[src/rtl/alu_pkg.sv]
// Shared definitions for the ALU arbiter: op codes, field widths, FSM states.
package alu_pkg;

    localparam int unsigned DATA_W    = 8;
    localparam int unsigned ALUOP_W   = 3;
    localparam int unsigned SHIFTOP_W = 2;

    typedef enum logic [ALUOP_W-1:0] {
        ALUOP_FORWARD = 3'b000,
        ALUOP_ADD     = 3'b001,
        ALUOP_AND     = 3'b010,
        ALUOP_OR      = 3'b011,
        ALUOP_SHIFT   = 3'b100,
        ALUOP_MULT    = 3'b101,
        ALUOP_RSVD6   = 3'b110,
        ALUOP_RSVD7   = 3'b111
    } aluop_e;

    typedef enum logic [1:0] {
        ST_IDLE = 2'd0,
        ST_EXEC = 2'd1,
        ST_RESP = 2'd2
    } state_e;

    // Shift and multiply take the long ALU path.
    function automatic logic is_slow_op(input logic [ALUOP_W-1:0] op);
        return (op == ALUOP_SHIFT) || (op == ALUOP_MULT);
    endfunction

endpackage

[src/rtl/alu_arb_grant.sv]
// Two-requester grant selection with round-robin pointer.
// Define ALU_ARB_FIXED_PRIO_EN to give requester 0 fixed priority on contention.
module alu_arb_grant
    import alu_pkg::*;
(
    input  logic i_clk,
    input  logic i_rst,
    input  logic i_idle,
    input  logic i_valid0,
    input  logic i_valid1,
    output logic o_ready0,
    output logic o_ready1,
    output logic o_winner
);

    logic r_last;
    logic w_winner;

    // Pick the winner; a lone valid requester always wins.
    always_comb begin
`ifdef ALU_ARB_FIXED_PRIO_EN
        w_winner = !i_valid0 && i_valid1;
`else
        if (i_valid0 && i_valid1) begin
            w_winner = ~r_last;
        end else begin
            w_winner = i_valid1;
        end
`endif
        o_ready0 = i_idle && i_valid0 && !w_winner;
        o_ready1 = i_idle && i_valid1 &&  w_winner;
        o_winner = w_winner;
    end

    // Remember the last granted requester; reset value lets requester 0 win first.
    always_ff @(posedge i_clk or posedge i_rst) begin
        if (i_rst) begin
            r_last <= 1'b1;
        end else if (o_ready0 || o_ready1) begin
            r_last <= w_winner;
        end
    end

endmodule

[src/rtl/alu_arbiter.sv]
// Arbitrates two requesters onto one shared multi-cycle ALU and returns results.
// Optional macro ALU_ARB_FIXED_PRIO_EN: requester 0 wins every contended grant.
module alu_arbiter
    import alu_pkg::*;
#(
    parameter int unsigned LAT_FAST = 1,
    parameter int unsigned LAT_SLOW = 3
) (
    input  logic                 CLK,
    input  logic                 RESET,
    input  logic                 REQ0_VALID,
    output logic                 REQ0_READY,
    input  logic [ALUOP_W-1:0]   REQ0_ALUOP,
    input  logic [SHIFTOP_W-1:0] REQ0_SHIFTOP,
    input  logic [DATA_W-1:0]    REQ0_DATA1,
    input  logic [DATA_W-1:0]    REQ0_DATA2,
    input  logic                 REQ1_VALID,
    output logic                 REQ1_READY,
    input  logic [ALUOP_W-1:0]   REQ1_ALUOP,
    input  logic [SHIFTOP_W-1:0] REQ1_SHIFTOP,
    input  logic [DATA_W-1:0]    REQ1_DATA1,
    input  logic [DATA_W-1:0]    REQ1_DATA2,
    output logic                 RESP0_VALID,
    output logic [DATA_W-1:0]    RESP0_RESULT,
    output logic                 RESP0_ZERO,
    output logic                 RESP1_VALID,
    output logic [DATA_W-1:0]    RESP1_RESULT,
    output logic                 RESP1_ZERO,
    output logic [DATA_W-1:0]    ALU_DATA1,
    output logic [DATA_W-1:0]    ALU_DATA2,
    output logic [ALUOP_W-1:0]   ALU_ALUOP,
    output logic [SHIFTOP_W-1:0] ALU_SHIFTOP,
    input  logic [DATA_W-1:0]    ALU_RESULT,
    input  logic                 ALU_ZERO,
    output logic                 BUSY,
    output logic                 OWNER
);

    localparam int unsigned LAT_MAX = (LAT_SLOW > LAT_FAST) ? LAT_SLOW : LAT_FAST;
    localparam int unsigned CNT_W   = $clog2(LAT_MAX) + 1;

    state_e                 r_state;
    state_e                 w_state_nxt;
    logic [CNT_W-1:0]       r_cnt;
    logic                   r_owner;
    logic [DATA_W-1:0]      r_data1;
    logic [DATA_W-1:0]      r_data2;
    logic [ALUOP_W-1:0]     r_aluop;
    logic [SHIFTOP_W-1:0]   r_shiftop;
    logic [DATA_W-1:0]      r_res0;
    logic [DATA_W-1:0]      r_res1;
    logic                   r_zero0;
    logic                   r_zero1;
    logic                   w_idle;
    logic                   w_winner;
    logic                   w_accept;
    logic                   w_exec_done;
    logic [ALUOP_W-1:0]     w_sel_aluop;

    assign w_idle      = (r_state == ST_IDLE);
    assign w_accept    = REQ0_READY || REQ1_READY;
    assign w_exec_done = (r_state == ST_EXEC) && (r_cnt == '0);
    assign w_sel_aluop = w_winner ? REQ1_ALUOP : REQ0_ALUOP;

    alu_arb_grant u_grant (
        .i_clk    (CLK),
        .i_rst    (RESET),
        .i_idle   (w_idle),
        .i_valid0 (REQ0_VALID),
        .i_valid1 (REQ1_VALID),
        .o_ready0 (REQ0_READY),
        .o_ready1 (REQ1_READY),
        .o_winner (w_winner)
    );

    // State register.
    always_ff @(posedge CLK or posedge RESET) begin
        if (RESET) begin
            r_state <= ST_IDLE;
        end else begin
            r_state <= w_state_nxt;
        end
    end

    // Next-state: accept -> run for lat cycles -> one response cycle -> idle.
    always_comb begin
        w_state_nxt = r_state;
        case (r_state)
            ST_IDLE: if (w_accept) w_state_nxt = ST_EXEC;
            ST_EXEC: if (r_cnt == '0) w_state_nxt = ST_RESP;
            ST_RESP: w_state_nxt = ST_IDLE;
            default: w_state_nxt = ST_IDLE;
        endcase
    end

    // Latch the granted operation onto the ALU and load the wait counter with lat-1.
    always_ff @(posedge CLK or posedge RESET) begin
        if (RESET) begin
            r_cnt     <= '0;
            r_owner   <= 1'b0;
            r_data1   <= '0;
            r_data2   <= '0;
            r_aluop   <= '0;
            r_shiftop <= '0;
        end else if (w_accept) begin
            r_owner   <= w_winner;
            r_aluop   <= w_sel_aluop;
            r_shiftop <= w_winner ? REQ1_SHIFTOP : REQ0_SHIFTOP;
            r_data1   <= w_winner ? REQ1_DATA1   : REQ0_DATA1;
            r_data2   <= w_winner ? REQ1_DATA2   : REQ0_DATA2;
            r_cnt     <= is_slow_op(w_sel_aluop) ? CNT_W'(LAT_SLOW - 1)
                                                 : CNT_W'(LAT_FAST - 1);
        end else if ((r_state == ST_EXEC) && (r_cnt != '0)) begin
            r_cnt <= r_cnt - 1'b1;
        end
    end

    // Capture the ALU outputs into the owner's response registers on the last EXEC edge.
    always_ff @(posedge CLK or posedge RESET) begin
        if (RESET) begin
            r_res0  <= '0;
            r_res1  <= '0;
            r_zero0 <= 1'b0;
            r_zero1 <= 1'b0;
        end else if (w_exec_done) begin
            if (r_owner) begin
                r_res1  <= ALU_RESULT;
                r_zero1 <= ALU_ZERO;
            end else begin
                r_res0  <= ALU_RESULT;
                r_zero0 <= ALU_ZERO;
            end
        end
    end

    assign RESP0_VALID  = (r_state == ST_RESP) && !r_owner;
    assign RESP1_VALID  = (r_state == ST_RESP) &&  r_owner;
    assign RESP0_RESULT = r_res0;
    assign RESP0_ZERO   = r_zero0;
    assign RESP1_RESULT = r_res1;
    assign RESP1_ZERO   = r_zero1;
    assign ALU_DATA1    = r_data1;
    assign ALU_DATA2    = r_data2;
    assign ALU_ALUOP    = r_aluop;
    assign ALU_SHIFTOP  = r_shiftop;
    assign BUSY         = !w_idle;
    assign OWNER        = r_owner;

endmodule

[config.mk]
export PLATFORM = sky130hd
export DESIGN_NAME = alu_arbiter
export DESIGN_NICKNAME = d
export VERILOG_FILES = /design/src/rtl/alu_pkg.sv /design/src/rtl/alu_arb_grant.sv /design/src/rtl/alu_arbiter.sv
export SDC_FILE = /design/constraint.sdc
export NUM_CORES = 1
export LEC_CHECK = 0
export BUFFER_PORTS_ARGS = -buffer_cell sky130_fd_sc_hd__buf_2
export CORE_UTILIZATION = 46
export CTS_BUF_LIST = sky130_fd_sc_hd__clkbuf_16
export CTS_CLUSTER_SIZE = 28
export DETAILED_ROUTE_END_ITERATION = 8
export PLACE_DENSITY = 0.8
export REMOVE_ABC_BUFFERS = 1
export SLEW_MARGIN = 20
export SYNTH_ARGS = -nofsm -noshare
export SYNTH_HDL_FRONTEND = slang
export SYNTH_SLANG_ARGS = --single-unit
[constraint.sdc]
create_clock -name CLK -period 1.8 [get_ports CLK]
set_input_delay 0.36 -clock CLK [delete_from_list [all_inputs] [get_ports CLK]]
set_output_delay 0.36 -clock CLK [all_outputs]
set_load 0.1 [all_outputs]
Word level (Yosys, flattened, before mapping)
Cells that the tools add are included.

Bitwise gates (word level): 2. Multiplexer cells: 11. Eq/ne operators: 6. $add $sub $neg: 1. Reductions and logical operators: 21.

Operator list (count): 8-bit 2-to-1 mux (2); 1-bit logical AND (9); 3-bit 2-to-1 mux (3); 2-bit 2-to-1 mux (4); 3-bit == test (second input constant) (2); 2-bit AND reduction (3); 2-bit inequality test (second input constant) (2); 2-bit case mux with 2 select lines (1); 1-bit zero test (3); 3-bit zero test (1); 3-bit nonzero test (1); 3-bit by 1-bit subtractor with 3-bit output (second input constant) (1); 2-bit by 1-bit == test with 1-bit output (second input constant) (1); 2-bit == test (second input constant) (1); 2-bit zero test (1); 1-bit logical OR (2); 1-bit NOT (2); 2-bit nonzero test (1); 1-bit 2-to-1 mux (1).

Input port bits: 55. Output and inout port bits: 45. Flip-flop bits (word level): 46.

Logic depth before layout (Yosys ltp)
Gate-level depths: netlist (run 1).

Word-level depth: 7. Mapped depth: 7. Gate-level depth less buffers: 6.

Cells and area by module
A second synthesis (run 1) with hierarchy kept.

Cell total of the unflattened synthesis: 177. Area total of the unflattened synthesis: 2065.7 sq um.

By module, submodules not included: alu_arbiter (seq. area each 1126.1 sq um, area each 1994.4 sq um, instances 1, cells an instance 168); alu_arb_grant (seq. area each 26.3 sq um, area each 71.3 sq um, instances 1, cells an instance 9).

Worst setup path after synthesis (run 1)
Ideal clock, no wire load.

Kind: register to output. Start point: reg r_owner (netlist: OWNER). End point: out RESP0_VALID. Required time: 1440 ps. Cell stages (with the launch flop): 2. Arrival time: 3119 ps. Setup slack: -1679 ps. Cells stage by stage: dfrtp_1 -> nor3b_1.

Longest elaborated chain between the ends: 2.

Ends and longest elaborated chain: start, declared (RTL line alu_arbiter.sv:45) `logic r_owner;`; start signal, assigned (RTL line alu_arbiter.sv:106) `r_owner <= w_winner;`; 1-bit zero test (RTL line alu_arbiter.sv:136) `assign RESP0_VALID = (r_state == ST_RESP) && !r_owner;`; 1-bit logical AND (RTL line alu_arbiter.sv:136); end, declared (RTL line alu_arbiter.sv:23) `output logic RESP0_VALID,`.

No other way between the ends.

Worst setup path after layout (run 1)
Start point: reg r_cnt[1]. End point: reg r_res0[0] (netlist: RESP0_RESULT[0]).

Longest elaborated chain between the ends: 3.

Ends and longest elaborated chain: start, declared (RTL line alu_arbiter.sv:44) `logic [CNT_W-1:0] r_cnt;`; start signal, assigned (RTL line alu_arbiter.sv:111) `r_cnt <= is_slow_op(w_sel_aluop) ? CNT_W'(LAT_SLOW - 1)`; start signal, assigned (RTL line alu_arbiter.sv:114) `r_cnt <= r_cnt - 1'b1;`; 3-bit zero test (RTL line alu_arbiter.sv:62) `assign w_exec_done = (r_state == ST_EXEC) && (r_cnt == '0);`; 1-bit logical AND (RTL line alu_arbiter.sv:62); 2-bit AND reduction (no line); end signal, assigned (RTL line alu_arbiter.sv:121) `r_res0 <= '0;`; end signal, assigned (RTL line alu_arbiter.sv:130) `r_res0 <= ALU_RESULT;`; end, declared (RTL line alu_arbiter.sv:50) `logic [DATA_W-1:0] r_res0;`.

No other way between the ends. A chain may end at the register's enable or synchronous reset.

==> flow_metrics.env, run 1 <==
export IMPL_syn_inst=171
export IMPL_final_antenna_net_count=0
export IMPL_critPathLaunchType="flip-flop"
export IMPL_cts_buffers=5
export IMPL_layout_common_cells="94 x buf_2, 44 x dfrtp_1, 22 x nand2_1"
export IMPL_first_iter_violations=47
export IMPL_fmax_mhz=578
export IMPL_post_route_util=0.678
export IMPL_cp_required_ps=1960
export IMPL_drc_errors=0
export IMPL_yosysWarnings=0
export IMPL_synth_avg_cell_area_um2=12.3
export IMPL_routed_via_count=1619
export IMPL_drive_above_1_share=0.536
export IMPL_cp_max_fo=4
export IMPL_gp_congestion=0.752
export IMPL_grt_pass1_wl_um=6930
export IMPL_design_die_area_um2=4830
export IMPL_grt_busiest_layer="met2"
export IMPL_grt_max_degree=47
export IMPL_end_kind="flip-flop"
export IMPL_worst_setup_path_type="reg2reg"
export IMPL_outcome="complete, no violations"
export IMPL_grt_ovfl_total=0
export IMPL_setup_violations_final=0
export IMPL_nets=334
export IMPL_num_fill_cells=344
export IMPL_io_buffer_count=99
export IMPL_syn_area_um2=2100
export IMPL_start_util=0.482
export IMPL_hold_class="in2async"
export IMPL_multi_input_area_um2=890
export IMPL_clk_pin_slew_ps=60
export IMPL_cts_tree="built"
export IMPL_final_common_cell="buf_2"
export IMPL_insertion_delay_ps=280
export IMPL_via_per_inst=4.91
export IMPL_regArea_um2=1150
export IMPL_fin_crit_ps=1730
export IMPL_routed_wirelength_um=4240
export IMPL_die_h_um=69.5
export IMPL_relSlewSlack=0.668
export IMPL_insertedDiodeCount=0
export IMPL_clock_path_buffers=2
export IMPL_clock_sinks=46
export IMPL_crit_arrival_ps=1890
export IMPL_core_area_um2=4350
export IMPL_met2_usage=0.327
export IMPL_yosysSeqAreaShare=0.550
export IMPL_rrSetupSlack_ps=70
export IMPL_grt_use_total=0.183
export IMPL_slew_violations=0
export IMPL_antenna_found_initial=0
export IMPL_r2r_start="r_cnt[1]$_DFFE_PP0P_"
export IMPL_cts_max_level=2
export IMPL_met1_usage=0.208
export IMPL_synth_seq_cells=46
export IMPL_grtUsageMet3=0.0407
export IMPL_maxCapViolCount=0
export IMPL_clockRootBuffer="clkbuf_16"
export IMPL_rsz0062_at_grt="no"
export IMPL_timing_rr_end="RESP0_RESULT[0]$_DFFE_PP0P_"
export IMPL_grt_pass1_vias=1588
export IMPL_reg2reg_depth=7
export IMPL_max_slew_worst_pin_slew_ps=501
export IMPL_synthToLayoutAreaGrowth_pct=40.9
export IMPL_netlist_cell_type_count=34
export IMPL_rows=24
export IMPL_ios=100
export IMPL_firstDrtPassIters=4
export IMPL_hpwl_um=3090
export IMPL_final_hold_violation_count=0
export IMPL_skew_ps=3.61
export IMPL_post_route_period_util=0.961
export IMPL_die_w_um=69.5
export IMPL_avgRoutedWirePerCell_um=12.8
export IMPL_holdWs_ps=98.7
-- layout make-up --
type	count	share of cell area
Clock buffer	5	0.0424
Clock inverter	3	0.00424
Sequential cell	46	0.391
Inverter	4	0.00508
Tap cell	52	0.0220
Multi-Input combinational cell	112	0.301
Timing Repair Buffer	108	0.235
-- registers in the layout, indices dropped and copies added (netlist names) --
name / flops
r_cnt: 3
RESP1_ZERO: 1
OWNER: 1
ALU_SHIFTOP: 2
u_grant.r_last: 1
ALU_ALUOP: 3
RESP0_ZERO: 1
ALU_DATA2: 8
r_state: 2
RESP1_RESULT: 8
RESP0_RESULT: 8
ALU_DATA1: 8
-- cell usage after synthesis, drive strengths merged --
cell	n	share of area
a21oi	2	0.0048
o21a	2	0.0072
buf	7	0.026
nand3b	1	0.0036
mux2	18	0.11
a211oi	1	0.0036
nor2	5	0.0090
ha	2	0.012
dfrtp	45	0.54
xnor2	1	0.0042
clkbuf	2	0.0048
and3b	2	0.011
dfstp	1	0.013
nand2b	1	0.0030
nor2b	1	0.0066
nor3	2	0.0048
a32o	1	0.0048
a21boi	1	0.0054
and2b	1	0.0036
nand2	23	0.042
and4bb	1	0.0060
inv	4	0.0072
o21ai	21	0.052
a21o	3	0.011
and2	1	0.0030
nor3b	2	0.0072
mux2i	20	0.095
-- logic make-up after synthesis --
family                     count (synthesis)  share of synthesized area
AOI/OAI and AO/OA                         31                     0.0883
xor gates and xnor gates                   1                    0.00418
buffers and inverters                     13                     0.0382
and+or+nand+nor                           40                     0.0996
DFF                                       46                      0.550
adders and majority gates                  2                     0.0119
muxes                                     38                      0.208
-- per-layer routing --
layer / vias up / wire, um
li1: 798 / -
met1: 750 / 1790
met2: 65 / 2160
met3: 6 / 235
met4: 0 / 55
met5: - / 0
-- metrics by stage --
stage | instance area [um2] | TNS, ps | worst slack (ps) | instances
2_1_floorplan | 2030 | -4990 | -1680 | 162
3_3_place_gp | 2740 | 0 | 117 | 318
3_5_place_dp | 2740 | 0 | 61.4 | 318
4_1_cts | 2880 | 0 | 0.689 | 326
5_1_grt | 2950 | 0 | 12.8 | 330
6_report | 2950 | 0 | 70.5 | 330
-- worst max-delay path by stage --
stage,startpoint,end,slack [ps],cells past startpoint
finish,r_cnt[1]$_DFFE_PP0P_,RESP0_RESULT[0]$_DFFE_PP0P_,70,7
global route,r_cnt[0]$_DFFE_PP0P_,RESP0_RESULT[0]$_DFFE_PP0P_,10,7
CTS,r_state[1]$_DFFE_PP0P_,REQ1_READY,0.7,3
detailed placement,r_cnt[0]$_DFFE_PP0P_,RESP0_ZERO$_DFFE_PP0P_,60,7
global placement,r_cnt[0]$_DFFE_PP0P_,RESP0_RESULT[2]$_DFFE_PP0P_,120,7
floorplan,OWNER$_DFFE_PP0N_,RESP0_VALID,-1680,1
-- repair_timing --
action / CTS / global route
buffers inserted: 0 / 3
endpoints found under the setup margin: 2 / 12
cloned: 0 / 1
resized for setup: 1 / 10
hold buffers: 0 / 0
-- worst max-delay path, stage by stage, from the launching register on --
cell	delay (ps)
dfrtp_1	400
inv_2	90
ha_4	120
nor2b_4	150
and3b_4	210
and2b_2	200
clkbuf_16	160
mux2_4	290
Power of run 1 is left out: the tool's default activity adds up to more than one toggle a clock period on the data nets, which glitch-free logic cannot reach.
==> run 2, diff against run 1 <==
--- a/config.mk
+++ b/config.mk
@@ -10,6 +10,7 @@
 export CTS_BUF_LIST = sky130_fd_sc_hd__clkbuf_16
 export CTS_CLUSTER_SIZE = 28
 export DETAILED_ROUTE_END_ITERATION = 8
+export GPL_TIMING_DRIVEN = 0
 export PLACE_DENSITY = 0.8
 export REMOVE_ABC_BUFFERS = 1
 export SLEW_MARGIN = 20
==> run 2 against run 1 <==
Via count decreased by 0.49%. Clock-buffer cell count unchanged. Core utilization shrank 2.0 points. Hold slack lost 21 ps. Non-clock buffer count shrank 4. Final area shrank 3.0%. Cell count decreased by 0.61%. Clock skew increased by 1.7 ps. Maximum frequency fell by 1.2%.
==> flow_metrics.env, run 2 (synthesis gave the netlist of run 1 again) <==
export IMPL_drive_above_1_share=0.522
export IMPL_clock_path_buffers=2
export IMPL_final_antenna_net_count=0
export IMPL_grt_use_total=0.196
export IMPL_nets=332
export IMPL_place_ws_ps=-591
export IMPL_slew_violations=0
export IMPL_insertion_delay_ps=280
export IMPL_routed_wirelength_um=4500
export IMPL_layout_common_cells="95 x buf_2, 44 x dfrtp_1, 22 x nand2_1"
export IMPL_hold_class="in2async"
export IMPL_antenna_found_initial=0
export IMPL_clockRootBuffer="clkbuf_16"
export IMPL_insertedDiodeCount=0
export IMPL_cts_max_level=2
export IMPL_start_util=0.482
export IMPL_grt_pass1_vias=1621
export IMPL_clk_pin_slew_ps=60
export IMPL_grt_ovfl_total=0
export IMPL_cts_tree="built"
export IMPL_rsz0062_at_grt="no"
export IMPL_first_iter_violations=105
export IMPL_maxCapViolCount=0
export IMPL_final_common_cell="buf_2"
export IMPL_worst_setup_path_type="reg2out"
export IMPL_routed_via_count=1611
export IMPL_fin_crit_ps=1750
export IMPL_end_kind="output port"
export IMPL_slowest_stage="dfrtp_2"
export IMPL_num_fill_cells=356
export IMPL_cpPeakStageDelay_ps=470
export IMPL_finalWorstSetupSlack_ps=49.3
export IMPL_post_route_period_util=0.973
export IMPL_firstDrtPassIters=4
export IMPL_final_hold_violation_count=0
export IMPL_outcome="complete, no violations"
export IMPL_cp_max_fo=9
export IMPL_design_die_area_um2=4830
export IMPL_skew_ps=5.29
export IMPL_gp_congestion=0.686
export IMPL_setup_violations_final=0
export IMPL_drc_errors=0
export IMPL_fmax_mhz=571
export IMPL_reg2reg_depth=6
export IMPL_grt_pass1_wl_um=7390
export IMPL_cp_common_cell="nor2_4"
export IMPL_cts_buffers=5
export IMPL_via_per_inst=4.91
export IMPL_grt_max_degree=44
export IMPL_die_h_um=69.5
export IMPL_synthToLayoutAreaGrowth_pct=36.7
export IMPL_critPathLaunchType="flip-flop"
export IMPL_crit_arrival_ps=1390
export IMPL_ios=100
export IMPL_max_slew_worst_pin_slew_ps=926
export IMPL_cp_required_ps=1440
export IMPL_io_buffer_count=99
export IMPL_rows=24
export IMPL_path_cells="nor2_4 -> nand2_1 -> nor2_4 -> buf_12"
export IMPL_holdWs_ps=77.8
export IMPL_avgRoutedWirePerCell_um=13.7
export IMPL_hpwl_um=3090
export IMPL_clock_sinks=46
export IMPL_die_w_um=69.5
export IMPL_relSlewSlack=0.381
export IMPL_core_area_um2=4350
[run 2: changes by cell type in the layout (fill, tap and decap cells not counted), sizes merged]
cell,before,now
a21boi,1,2
and2b,1,2
buf,106,103
clkbuf,7,6
[run 2: per-stage QoR]
step / instance area [um2] / utilization / instances / setup TNS, ps
floorplan: 2030 / - / 162 / -4990
global placement: 2590 / 0.595 / 313 / -18600
detailed placement: 2630 / 0.603 / 314 / -3100
CTS: 2830 / 0.650 / 326 / -3.83
global route: 2870 / 0.658 / 328 / 0
finish: 2870 / 0.658 / 328 / 0
[run 2: worst max-delay path: cells and delay by family, from the launching register on]
kind	cells	cell delay [ps]
buf+inv	1	180
flops	1	470
simple gates	3	460
[run 2: final timing paths]
path                                          startpoint                     endpoint  slack (ps)
worst max-delay path              r_state[0]$_DFFE_PP0P_                   REQ0_READY          50
worst min-delay path                               RESET     ALU_DATA2[3]$_DFFE_PP0N_          80
worst max register to register      r_cnt[0]$_DFFE_PP0P_  RESP0_RESULT[5]$_DFFE_PP0P_         110
worst min register to register  ALU_DATA1[4]$_DFFE_PP0N_     ALU_DATA1[4]$_DFFE_PP0N_         470
max in group asynchronous                          RESET   u_grant.r_last$_DFFE_PP1N_        1160
min in group CLK                           ALU_RESULT[2]  RESP0_RESULT[2]$_DFFE_PP0P_         320
[run 2: cell type report]
type                    count  area, um2  share of cell area
flip-flops and latches     46       1150               0.402
multi-input cells         114        920               0.321
repair buffers            104        576               0.201
clock buffers               5        125              0.0436
well taps                  52       65.1              0.0227
inverters                   4       15.0             0.00524
clock inverters             3       12.5             0.00436
[run 2: routing by layer]
layer  wire [um]  global-route usage  vias to the layer above
met3         243              0.0320                        7
met4          78              0.0794                        0
li1            -                   -                      800
met2        2310               0.342                       66
met5           0                   0                        -
met1        1870               0.242                      738
[run 2: repair_timing]
item | in CTS | in global routing
hold endpoints to repair | 0 | 0
hold buffers | 0 | 0
setup endpoints to repair | 12 | 11
pin swaps | 1 | 1
gates cloned | 1 | 1
resized for setup | 11 | 7
buffers inserted | 3 | 1
Power of run 2 is left out for the same reason.
